===== src/rtl/pipe_pkg.sv =====
// Shared definitions for the pipeline hazard controller: FSM states,
// the hard-wired zero register and the default memory timeout.
package pipe_pkg;

    typedef enum logic [1:0] {
        ST_IDLE = 2'd0,
        ST_WAIT = 2'd1,
        ST_ERR  = 2'd2
    } state_t;

    localparam logic [4:0]  REG_ZERO        = 5'd0;
    localparam int unsigned MEM_TIMEOUT_DEF = 16;

endpackage


===== src/rtl/pipe_hazard_ctrl_hazard_detect.sv =====
// Combinational load-use hazard compare between ID/EX and IF/ID.
module hazard_detect
    import pipe_pkg::*;
(
    input  logic       idex_mem_read,
    input  logic [4:0] idex_rt,
    input  logic [4:0] ifid_rs,
    input  logic [4:0] ifid_rt,
    output logic       load_use
);

    // $0 is hard-wired to zero, so a load targeting it never creates a dependency.
    assign load_use = idex_mem_read && (idex_rt != REG_ZERO) &&
                      ((idex_rt == ifid_rs) || (idex_rt == ifid_rt));

endmodule


===== src/rtl/pipe_hazard_ctrl.sv =====
// Stall/flush controller for the 5-stage pipeline with multi-cycle dmem sequencing.
// Optional stall-cycle counter enabled by defining PIPE_HAZARD_STALL_CNT_EN.
module pipe_hazard_ctrl
    import pipe_pkg::*;
#(
    parameter int unsigned MEM_TIMEOUT = MEM_TIMEOUT_DEF,
    parameter int unsigned TO_W        = 8,
    parameter int unsigned CNT_W       = 16
)
(
    input  logic             clk_i,
    input  logic             rst_i,
    input  logic             IDEX_MemRead_i,
    input  logic [4:0]       IDEX_Rt_i,
    input  logic [4:0]       IFID_Rs_i,
    input  logic [4:0]       IFID_Rt_i,
    input  logic             Branch_taken_i,
    input  logic             Jump_i,
    input  logic             EXMEM_MemRead_i,
    input  logic             EXMEM_MemWrite_i,
    input  logic             dmem_ack_i,
    output logic             dmem_req_o,
    output logic             PC_write_o,
    output logic             IFID_write_o,
    output logic             IFID_flush_o,
    output logic             IDEX_bubble_o,
    output logic             EXMEM_hold_o,
    output logic             MEMWB_bubble_o,
    output logic             err_o,
    output logic [CNT_W-1:0] stall_cnt_o
);

    state_t          state, state_nxt;
    logic [TO_W-1:0] to_cnt, to_cnt_nxt;
    logic            err_q;
    logic            mem_access;
    logic            mem_stall;
    logic            load_use;

    assign mem_access = EXMEM_MemRead_i | EXMEM_MemWrite_i;

    hazard_detect u_hazard_detect (
        .idex_mem_read (IDEX_MemRead_i),
        .idex_rt       (IDEX_Rt_i),
        .ifid_rs       (IFID_Rs_i),
        .ifid_rt       (IFID_Rt_i),
        .load_use      (load_use)
    );

    always_ff @(posedge clk_i or posedge rst_i) begin
        if (rst_i) begin
            state  <= ST_IDLE;
            to_cnt <= '0;
            err_q  <= 1'b0;
        end else begin
            state  <= state_nxt;
            to_cnt <= to_cnt_nxt;
            if (state_nxt == ST_ERR)
                err_q <= 1'b1;
        end
    end

    always_comb begin
        state_nxt  = state;
        to_cnt_nxt = to_cnt;
        case (state)
            ST_IDLE: begin
                if (mem_access && !dmem_ack_i) begin
                    state_nxt  = ST_WAIT;
                    to_cnt_nxt = TO_W'(1);
                end
            end
            ST_WAIT: begin
                // to_cnt counts WAIT cycles spent so far; MEM_TIMEOUT of them trips ERR.
                if (dmem_ack_i) begin
                    state_nxt  = ST_IDLE;
                    to_cnt_nxt = '0;
                end else if (to_cnt == TO_W'(MEM_TIMEOUT)) begin
                    state_nxt  = ST_ERR;
                end else begin
                    to_cnt_nxt = to_cnt + TO_W'(1);
                end
            end
            ST_ERR:  state_nxt = ST_ERR;
            default: state_nxt = ST_IDLE;
        endcase
    end

    always_comb begin
        mem_stall = ((state == ST_IDLE) && mem_access && !dmem_ack_i) ||
                    ((state == ST_WAIT) && !dmem_ack_i) ||
                    (state == ST_ERR);

        dmem_req_o     = 1'b0;
        PC_write_o     = 1'b1;
        IFID_write_o   = 1'b1;
        IFID_flush_o   = 1'b0;
        IDEX_bubble_o  = 1'b0;
        EXMEM_hold_o   = 1'b0;
        MEMWB_bubble_o = 1'b0;

        case (state)
            ST_IDLE: dmem_req_o = mem_access;
            ST_WAIT: dmem_req_o = 1'b1;
            default: dmem_req_o = 1'b0;
        endcase

        // Priority: memory freeze, then load-use bubble, then control-flow flush.
        if (mem_stall) begin
            PC_write_o     = 1'b0;
            IFID_write_o   = 1'b0;
            EXMEM_hold_o   = 1'b1;
            MEMWB_bubble_o = 1'b1;
        end else if (load_use) begin
            PC_write_o     = 1'b0;
            IFID_write_o   = 1'b0;
            IDEX_bubble_o  = 1'b1;
        end else if (Branch_taken_i || Jump_i) begin
            IFID_flush_o   = 1'b1;
        end

        if (rst_i) begin
            dmem_req_o     = 1'b0;
            PC_write_o     = 1'b0;
            IFID_write_o   = 1'b0;
            IFID_flush_o   = 1'b0;
            IDEX_bubble_o  = 1'b0;
            EXMEM_hold_o   = 1'b0;
            MEMWB_bubble_o = 1'b0;
        end
    end

    assign err_o = err_q;

`ifdef PIPE_HAZARD_STALL_CNT_EN
    logic [CNT_W-1:0] stall_cnt;

    always_ff @(posedge clk_i or posedge rst_i) begin
        if (rst_i)
            stall_cnt <= '0;
        else if (!PC_write_o && (stall_cnt != '1))
            stall_cnt <= stall_cnt + CNT_W'(1);
    end

    assign stall_cnt_o = stall_cnt;
`else
    assign stall_cnt_o = '0;
`endif

endmodule


===== config.mk =====
export PLATFORM = sky130hd
export DESIGN_NAME = pipe_hazard_ctrl
export DESIGN_NICKNAME = d
export VERILOG_FILES = /design/src/rtl/pipe_pkg.sv /design/src/rtl/pipe_hazard_ctrl_hazard_detect.sv /design/src/rtl/pipe_hazard_ctrl.sv
export SDC_FILE = /design/constraint.sdc
export NUM_CORES = 1
export LEC_CHECK = 0
export BUFFER_PORTS_ARGS = -buffer_cell sky130_fd_sc_hd__buf_4
export CAP_MARGIN = 0
export CORE_MARGIN = 3
export CORE_UTILIZATION = 40
export CTS_BUF_LIST = sky130_fd_sc_hd__clkbuf_2 sky130_fd_sc_hd__clkbuf_4 sky130_fd_sc_hd__clkbuf_8
export DETAILED_ROUTE_END_ITERATION = 10
export PLACE_DENSITY = 0.82
export SLEW_MARGIN = 40
export SYNTH_ARGS = -nofsm -noshare
export SYNTH_HDL_FRONTEND = slang
export SYNTH_SLANG_ARGS = --single-unit

===== constraint.sdc =====
create_clock -name clk_i -period 2.5 [get_ports clk_i]
set_input_delay 0.125 -clock clk_i [delete_from_list [all_inputs] [get_ports clk_i]]
set_output_delay 0.125 -clock clk_i [all_outputs]
set_load 0.02 [all_outputs]

==> impl_metrics.py, run 1 <==
metrics = {
    "cts": {
        "clockRootBuffer": "clkbuf_4",
        "cts_tree": "done",
        "numCtsBuffers": 3,
        "post_cts_buffers": 0,
        "clkLatencyLatePin_ps": 280,
        "path_clk_slew_ps": 70,
        "clock-sinks": 11,
        "cts_max_path_buffers": 2,
        "h-tree-depth": 1,
    },
    "cells_and_area": {
        "nFillCells": 198,
        "mostFrequentLayoutCells": "buf_4 (30), conb_1 (16), xnor2_1 (11), dfrtp_1 (11)",
        "drive_above_1_share_pct": 28.37,
        "final_util_pct": 55.47,
        "antennaDiodeCount": 0,
        "fin_cells": 168,
        "synthToLayoutAreaGrowth_pct": 23.07,
        "final_common_cell": "buf_4",
        "fin_nets": 167,
    },
    "detailed_routing": {
        "drtIter0Drc": 18,
        "postRouteAntennaNets": 0,
        "post_drt_wl_per_cell_microns": 12.91,
        "drc_errors": 0,
        "via_per_inst": 5.220,
        "vias": 877,
        "firstDrtPassIters": 5,
        "wirelength_microns": 2169,
    },
    "placement": {
        "pre_cts_ws_ps": 767.9,
        "gp_congestion": 0.8293,
        "hpwl_microns": 1715,
        "dp_cells": 163,
        "portBuffers": 30,
    },
    "timing": {
        "rsz0062_at_grt": "no",
        "finalClockSkew_ps": 1.425,
        "report.final.slew_viol_count": 0,
        "hold_slack_ps": 176.0,
        "fin_ws_ps": 458.2,
        "fmax_mhz": 489.8,
        "finalSetupViolCount": 0,
        "finalHoldViolations": 0,
        "worstMarginPinSlew_ps": 551.8,
        "fin_crit_sh_pct": 81.67,
        "slew-limit-headroom_pct": 62.70,
        "period_needed_ps": 2042,
        "setup_tns_ps": 0,
    },
    "die": {
        "rows": 16,
        "die_area_sq_um": 2963,
        "io-pin-count": 47,
        "initial_utilization_pct": 45.07,
        "die_y_microns": 54.44,
        "core-area_sq_um": 2082,
        "die_width_microns": 54.44,
    },
    "outcome": {
        "outcome": "completed",
    },
    "yosys": {
        "ys_warn_count": 0,
        "synth_top_flop_cell": "dfrtp_1",
        "yosysUniqueCellTypes": 34,
        "syn_avg_cell_area_sq_um": 8.531,
        "post_synth_inst_count": 110,
        "synth_edf_count": 0,
        "synth-async-reset-ratio_pct": 100.0,
        "ys_ff_latch": 11,
        "ys_seq_area_share_pct": 29.33,
        "netlist_area_sq_um": 938.4,
    },
    "setup_path": {
        "crit_start": "state[0]",
        "cp.required_ps": 2380,
        "crit_path_start_kind": "flip-flop",
        "path_max_fanout": 8,
        "reg2reg_from": "to_cnt[0]",
        "crit_type": "flip-flop to output port",
        "cp.arrival_ps": 1920,
        "cp-end-kind": "output port",
    },
    "min_path": {
        "holdCritStartpoint": "dmem_ack_i",
        "min_path_type": "input port to flip-flop",
    },
    "power_and_ir_drop": {
        "p_per_area_nw_per_um2": 409.0,
        "vdd_drop_max_uv": 288.1,
        "p_leak_nw": 0.5317,
    },
    "run": {
        "drv_cap": 0,
    },
    "global_routing": {
        "grt_pass1_wl_microns": 3208,
        "antenna_found_initial": 0,
        "grt_pass1_vias": 785,
        "grt_overflow": 0,
        "grt_start_max_net_pins": 14,
        "grtUsageTotal_pct": 15.59,
    },
}
-- sequential cells by signal, summed over array words and instances (netlist names) --
name    count
state       2
to_cnt      8
err_o       1
-- per-stage QoR --
| step | total power [mW] | instance area, sq um |
|---|---|---|
| floorplan | 0.3024 | 994.7 |
| global route | 0.4997 | 1155 |
| global placement | 0.3317 | 1115 |
| finish | 0.4723 | 1155 |
| detailed placement | 0.3370 | 1115 |
| CTS | 0.4714 | 1155 |
-- logic make-up (layout without fill, tap and decap cells) --
kind of cell | Yosys count | after routing | synth area share [%]
DFF | 11 | 11 | 29.33
xor gates and xnor gates | 13 | 13 | 12.13
AOI/OAI and AO/OA | 23 | 23 | 16.67
other | 1 | 16 | 0.3996
and+or+nand+nor | 36 | 36 | 22.00
adders and majority gates | 2 | 2 | 2.666
buffers and inverters | 24 | 40 | 16.80
-- power by group --
| group | switching (mW) | internal (mW) | leakage (nW) | total, mW |
|---|---|---|---|---|
| combinational | 0.0804 | 0.0634 | 0.370 | 0.144 |
| clock | 0.0631 | 0.0728 | 0.0184 | 0.136 |
| sequential | 0.00863 | 0.184 | 0.143 | 0.193 |
| total | 0.152 | 0.320 | 0.532 | 0.472 |
-- layer usage --
| metal | vias up | share of wire, % | GRT usage [%] |
|---|---|---|---|
| met2 | 57 | 50 | 30.28 |
| met1 | 403 | 36 | 14.33 |
| met3 | 5 | 12 | 4.087 |
| met5 | - | 0 | 0 |
| li1 | 412 | - | - |
| met4 | 0 | 1.5 | 8.714 |
-- final timing paths --
check	endpoint	cells after the start	slack [ps]
worst max-delay path	IFID_write_o	5	460
worst min-delay path	state[0]	4	180
worst max register to register	to_cnt[0]	6	740
worst min register to register	err_o	1	480
max in group asynchronous	to_cnt[1]	3	1750
min in group asynchronous	to_cnt[0]	3	430
-- cell usage after synthesis, types with 5 or more instances --
cell	n	area [sq um]
buf_4	18	135.1
dfrtp_1	11	275.3
xnor2_1	11	96.34
nand2_1	9	33.78
o21ai_0	9	45.04
nor2_1	6	22.52
a21oi_1	5	25.02
inv_1	5	18.77
nand3_1	5	25.02
-- cell type report --
cell class	instances	area, sq um	share of cell area [%]
tap	27	33.78	2.925
multi-input combinational	90	561.8	48.65
inverter	5	18.77	1.625
clock buffer	4	30.03	2.600
timing repair buffer	31	235.2	20.37
sequential	11	275.3	23.84
-- repair_timing --
item                      4_1_cts  5_1_grt
hold buffers                    1        0
hold endpoints to repair       11        0
resized for setup               0        0
-- critical path: stages, from the launching register on --
cell,delay (ps)
dfrtp_1,460
or3_1,440
a21oi_1,210
nand2_1,130
a21oi_1,220
buf_4,180
No activity file was read; power rests on OpenSTA's default activity.
==> inputs of run 2 (changes only) <==
--- a/config.mk
+++ b/config.mk
@@ -11,7 +11,7 @@
 export CORE_UTILIZATION = 40
 export CTS_BUF_LIST = sky130_fd_sc_hd__clkbuf_2 sky130_fd_sc_hd__clkbuf_4 sky130_fd_sc_hd__clkbuf_8
 export DETAILED_ROUTE_END_ITERATION = 10
-export PLACE_DENSITY = 0.82
+export PLACE_DENSITY = 0.85
 export SLEW_MARGIN = 40
 export SYNTH_ARGS = -nofsm -noshare
 export SYNTH_HDL_FRONTEND = slang
==> constraint.sdc (replaced) <==
create_clock -name clk_i -period 1.85 [get_ports clk_i]
set_input_delay 0.0925 -clock clk_i [delete_from_list [all_inputs] [get_ports clk_i]]
set_output_delay 0.0925 -clock clk_i [all_outputs]
set_load 0.02 [all_outputs]
==> run 2 against run 1 <==
  * Critical path depth unchanged
  * Highest routed layer unchanged
  * Sequential share of layout area decreased by 0.87 points
  * Largest power group unchanged
  * Critical path type unchanged
  * Clock skew increased by 2.2 ps
  * Count of clock-buffer cells in the layout unchanged
  * Clock power increased by 35%
  * Via count decreased by 1.0%
==> impl_metrics.py, run 2 (synthesis gave the netlist of run 1 again) <==
metrics = {
    "outcome": {
        "outcome": "completed",
    },
    "setup_path": {
        "cp.required_ps": 1760,
        "crit_start": "state[0]",
        "cp-end-kind": "output port",
        "endpoint": "IDEX_bubble_o",
        "cp_slowest_stage_delay_ps": 380,
        "crit_chain": "or3_4 > a21oi_4 > nand2_2 > and3b_1 > buf_4",
        "path_max_fanout": 3,
        "r2r_cells": 6,
        "crit_type": "flip-flop to output port",
        "cp_slowest_cell": "dfrtp_1",
        "reg2reg_from": "to_cnt[0]",
        "crit_path_start_kind": "flip-flop",
        "reg2reg_setup_slack_ps": 190,
        "cp.arrival_ps": 1640,
        "r2r-end": "to_cnt[2]",
    },
    "timing": {
        "fin_crit_sh_pct": 93.54,
        "hold_slack_ps": 179.2,
        "period_needed_ps": 1730,
        "finalClockSkew_ps": 3.617,
        "finalHoldViolations": 0,
        "report.final.slew_viol_count": 0,
        "finalSetupViolCount": 0,
        "fmax_mhz": 577.9,
        "rsz0062_at_grt": "no",
    },
    "cells_and_area": {
        "final_common_cell": "buf_4",
        "fin_nets": 169,
        "antennaDiodeCount": 0,
        "fin_cells": 170,
        "synthToLayoutAreaGrowth_pct": 27.73,
        "drive_above_1_share_pct": 32.87,
        "largest_reg_flops": 8,
        "final_util_pct": 57.57,
        "mostFrequentLayoutCells": "buf_4 (32), conb_1 (16), xnor2_1 (11), dfrtp_1 (11), o21ai_0 (9)",
        "regMostFlops": "to_cnt",
    },
    "min_path": {
        "min_path_type": "input port to flip-flop",
        "holdCritStartpoint": "dmem_ack_i",
    },
    "detailed_routing": {
        "post_drt_wl_per_cell_microns": 13.02,
        "drc_errors": 0,
        "wirelength_microns": 2213,
        "firstDrtPassIters": 5,
        "drtIter0Drc": 22,
        "vias": 868,
        "postRouteAntennaNets": 0,
        "via_per_inst": 5.106,
    },
    "die": {
        "io-pin-count": 47,
        "rows": 16,
        "core-area_sq_um": 2082,
        "die_area_sq_um": 2963,
        "die_y_microns": 54.44,
        "die_width_microns": 54.44,
        "initial_utilization_pct": 45.07,
    },
    "global_routing": {
        "grt_pass1_wl_microns": 3470,
        "grt_start_max_net_pins": 11,
        "grt_overflow": 0,
        "grt_pass1_vias": 847,
        "antenna_found_initial": 0,
        "grtUsageTotal_pct": 15.93,
    },
    "placement": {
        "dp_cells": 165,
        "hpwl_microns": 1754,
        "portBuffers": 30,
        "gp_congestion": 0.8367,
    },
    "cts": {
        "cts_tree": "done",
        "path_clk_slew_ps": 80,
        "h-tree-depth": 1,
        "clockRootBuffer": "clkbuf_4",
        "clock-sinks": 11,
        "clkLatencyLatePin_ps": 270,
        "post_cts_buffers": 0,
        "numCtsBuffers": 3,
        "cts_max_path_buffers": 2,
    },
    "power_and_ir_drop": {
        "finalPower_uw": 648.9,
        "p_leak_nw": 0.5483,
        "vdd_drop_max_uv": 582.5,
        "p_per_area_nw_per_um2": 541.4,
    },
    "run": {
        "drv_cap": 0,
    },
}
[run 2: stage by stage]
stage | TNS (ps) | setup slack, ps | instance area, sq um
global route | 0 | 44.46 | 1199
global placement | 0 | 272.3 | 1130
CTS | -32.24 | -16.40 | 1170
floorplan | 0 | 35.32 | 994.7
detailed placement | 0 | 205.3 | 1130
finish | 0 | 119.5 | 1199
[run 2: repair_timing]
action	in CTS	in global routing
hold buffers	1	0
endpoints found under the setup margin	2	6
pin swaps	0	3
hold endpoints to repair	11	0
gates resized for setup	0	6
[run 2: area by class of cell]
class,instances,area [sq um]
Clock buffer,4,30.03
Sequential cell,11,275.3
Multi-Input combinational cell,90,590.6
Tap cell,27,33.78
Fill cell,196,883.3
Inverter,5,18.77
Timing Repair Buffer,33,250.2
[run 2: worst max-delay path: cells and delay by family, from the launching register on]
family | cells | cell delay, ps
and+or+nand+nor | 3 | 680
AOI/OAI and AO/OA | 1 | 170
DFF | 1 | 380
buffers and inverters | 1 | 140
[run 2: layer usage]
layer | part of all wire (%) | up-vias | global-route usage, %
met5 | 0 | - | 0
met4 | 1.9 | 0 | 5.394
met3 | 11 | 8 | 3.815
met2 | 51 | 53 | 30.28
met1 | 36 | 391 | 16.83
li1 | - | 416 | -
[run 2: how the worst min path moves through the flow]
stage | to | slack, ps | cells past startpoint
5_1_grt | state[0] | 190 | 4
3_3_place_gp | to_cnt[2] | 20 | 2
6_report | state[0] | 180 | 4
3_5_place_dp | to_cnt[2] | 20 | 2
2_1_floorplan | err_o | -40 | 1
4_1_cts | state[0] | 130 | 4
[run 2: power by group]
group          internal, mW  switching [mW]  leakage (nW)
combinational        0.0933           0.113         0.387
clock                0.0980          0.0862        0.0184
sequential            0.249          0.0101         0.143
==> inputs of run 3 (changes only) <==
==> constraint.sdc (replaced) <==
create_clock -name clk_i -period 1.85 [get_ports clk_i]
set_input_delay 0.2775 -clock clk_i [delete_from_list [all_inputs] [get_ports clk_i]]
set_output_delay 0.2775 -clock clk_i [all_outputs]
set_load 0.02 [all_outputs]
==> run 3 against run 2 <==
  * The run now ends with negative setup slack left
  * Power is 0.38% lower
  * Cell count is 0.59% higher
  * Wire length is 5.2% lower
  * Utilization is 0.18 points higher
  * Maximum frequency is 6.9% lower
  * Flip-flop and latch count stayed put
  * Sequential power hardly changed
  * Non-clock buffer count is 1 higher
  * Register-to-register slack worse by 40 ps
  * Clock power hardly changed
  * Critical path depth stayed put
  * Critical path type unchanged
  * Critical endpoint unchanged
==> impl_metrics.py, run 3 (synthesis gave the netlist of run 1 again) <==
metrics = {
    "outcome": {
        "outcome": "finished with violations",
        "violations": "negative setup slack",
    },
    "die": {
        "die_y_microns": 54.44,
        "initial_utilization_pct": 45.07,
        "io-pin-count": 47,
        "core-area_sq_um": 2082,
        "rows": 16,
        "die_area_sq_um": 2963,
        "die_width_microns": 54.44,
    },
    "setup_path": {
        "cp.arrival_ps": 1580,
        "cp_slowest_stage_delay_ps": 380,
        "cp.required_ps": 1570,
        "cp-end-kind": "output port",
        "cp_num_buf_inv": 1,
        "crit_type": "flip-flop to output port",
        "crit_chain": "or3_4 > a21oi_4 > nand2_2 > and3b_1 > buf_4",
        "crit_family": "simple AND/OR/NAND/NOR gates",
        "path_max_fanout": 3,
        "cp_slowest_cell": "dfrtp_1",
        "crit_path_start_kind": "flip-flop",
    },
    "timing": {
        "fin_ws_ps": -8.726,
        "fmax_mhz": 538.0,
        "worstMarginPinSlew_ps": 487.8,
        "finalClockSkew_ps": 3.367,
        "slew-limit-headroom_pct": 67.02,
        "finalHoldViolations": 0,
        "fin_crit_sh_pct": 100.5,
        "period_needed_ps": 1859,
        "rsz0062_at_grt": "yes",
        "finalSetupViolCount": 1,
        "report.final.slew_viol_count": 0,
    },
    "power_and_ir_drop": {
        "p_leak_nw": 0.5508,
        "vdd_drop_max_uv": 587.3,
        "p_per_area_nw_per_um2": 537.7,
    },
    "cells_and_area": {
        "drive_above_1_share_pct": 34.03,
        "final_util_pct": 57.75,
        "fin_nets": 170,
        "largest_reg_flops": 8,
        "regMostFlops": "to_cnt",
        "antennaDiodeCount": 0,
        "mostFrequentLayoutCells": "buf_4 (33), conb_1 (16), xnor2_1 (11), dfrtp_1 (11), o21ai_0 (9)",
        "final_common_cell": "buf_4",
        "synthToLayoutAreaGrowth_pct": 28.13,
    },
    "detailed_routing": {
        "vias": 856,
        "drc_errors": 0,
        "highest_layer": "met4",
        "wl_met2_microns": 1023,
        "drtIter0Drc": 10,
        "via_per_inst": 5.006,
        "wirelength_microns": 2099,
        "post_drt_wl_per_cell_microns": 12.27,
        "postRouteAntennaNets": 0,
        "met1_length_microns": 771,
        "firstDrtPassIters": 4,
        "met3RoutedLength_microns": 257,
    },
    "cts": {
        "clock-sinks": 11,
        "numCtsBuffers": 3,
        "clockRootBuffer": "clkbuf_4",
        "cts_max_path_buffers": 2,
        "h-tree-depth": 1,
        "path_clk_slew_ps": 70,
        "clkLatencyLatePin_ps": 280,
        "cts_hold_buf": 0,
        "cts_tree": "done",
    },
    "global_routing": {
        "grt_overflow": 0,
        "antenna_found_initial": 0,
        "grtUsageTotal_pct": 14.92,
        "grt_pass1_wl_microns": 3118,
        "grt_start_max_net_pins": 13,
        "grt_pass1_vias": 777,
    },
    "placement": {
        "portBuffers": 30,
        "gp_congestion": 0.8712,
        "pre_cts_ws_ps": 8.732,
        "hpwl_microns": 1671,
    },
    "min_path": {
        "min_path_type": "input port to asynchronous set/reset pin",
    },
    "run": {
        "drv_cap": 0,
    },
}
## run 3: where the power goes
part / switching [mW] / internal [mW]
Sequential: 0.0102 / 0.249
Clock: 0.0843 / 0.0984
Combinational: 0.111 / 0.0939
## run 3: area by class of cell
| type | count | area, sq um |
|---|---|---|
| clock buffer | 4 | 30.03 |
| fill | 195 | 879.6 |
| inverter | 5 | 18.77 |
| multi-input combinational | 90 | 585.6 |
| sequential | 11 | 275.3 |
| tap | 27 | 33.78 |
| timing repair buffer | 34 | 259.0 |
## run 3: repair_timing
item,CTS,global route
gates resized for setup,4,2
hold endpoints to repair,0,0
setup endpoints to repair,4,6
pin swaps,4,1
buffers inserted,2,0
## run 3: per-layer routing
metal / GRT usage [%] / vias up
li1: - / 416
met1: 14.05 / 391
met2: 28.49 / 45
met3: 3.815 / 4
met4: 8.714 / 0
met5: 0 / -
## run 3: worst register-to-register path, delay by kind of cell, from the launching register on
family | cells | cell delay, ps
AOI/OAI and AO/OA | 1 | 60
adders and majority gates | 1 | 140
buffers and inverters | 1 | 100
DFF | 1 | 430
and+or+nand+nor | 3 | 850
## run 3: final timing paths
kind / cells past startpoint / from / to / slack, ps
min in group clk_i: 4 / dmem_ack_i / state[0] / 330
worst min-delay path: 3 / rst_i / state[0] / 40
worst max-delay path: 5 / state[0] / IDEX_bubble_o / -9
worst min register to register: 1 / err_o / err_o / 470
max in group asynchronous: 3 / rst_i / err_o / 1660
worst max register to register: 6 / to_cnt[0] / to_cnt[2] / 150
## run 3: metrics by stage
step	cells	power (mW)	hold WS (ps)	instance area [sq um]	setup TNS, ps
final	171	0.6465	38.63	1202	-8.726
after global routing	171	0.6849	57.71	1202	-199.4
after CTS	171	0.6511	35.45	1197	-40.41
after detailed placement	165	0.4584	313.8	1134	0
after global placement	165	0.4531	310.9	1134	0
after floorplan	125	0.4097	143.2	998.5	0
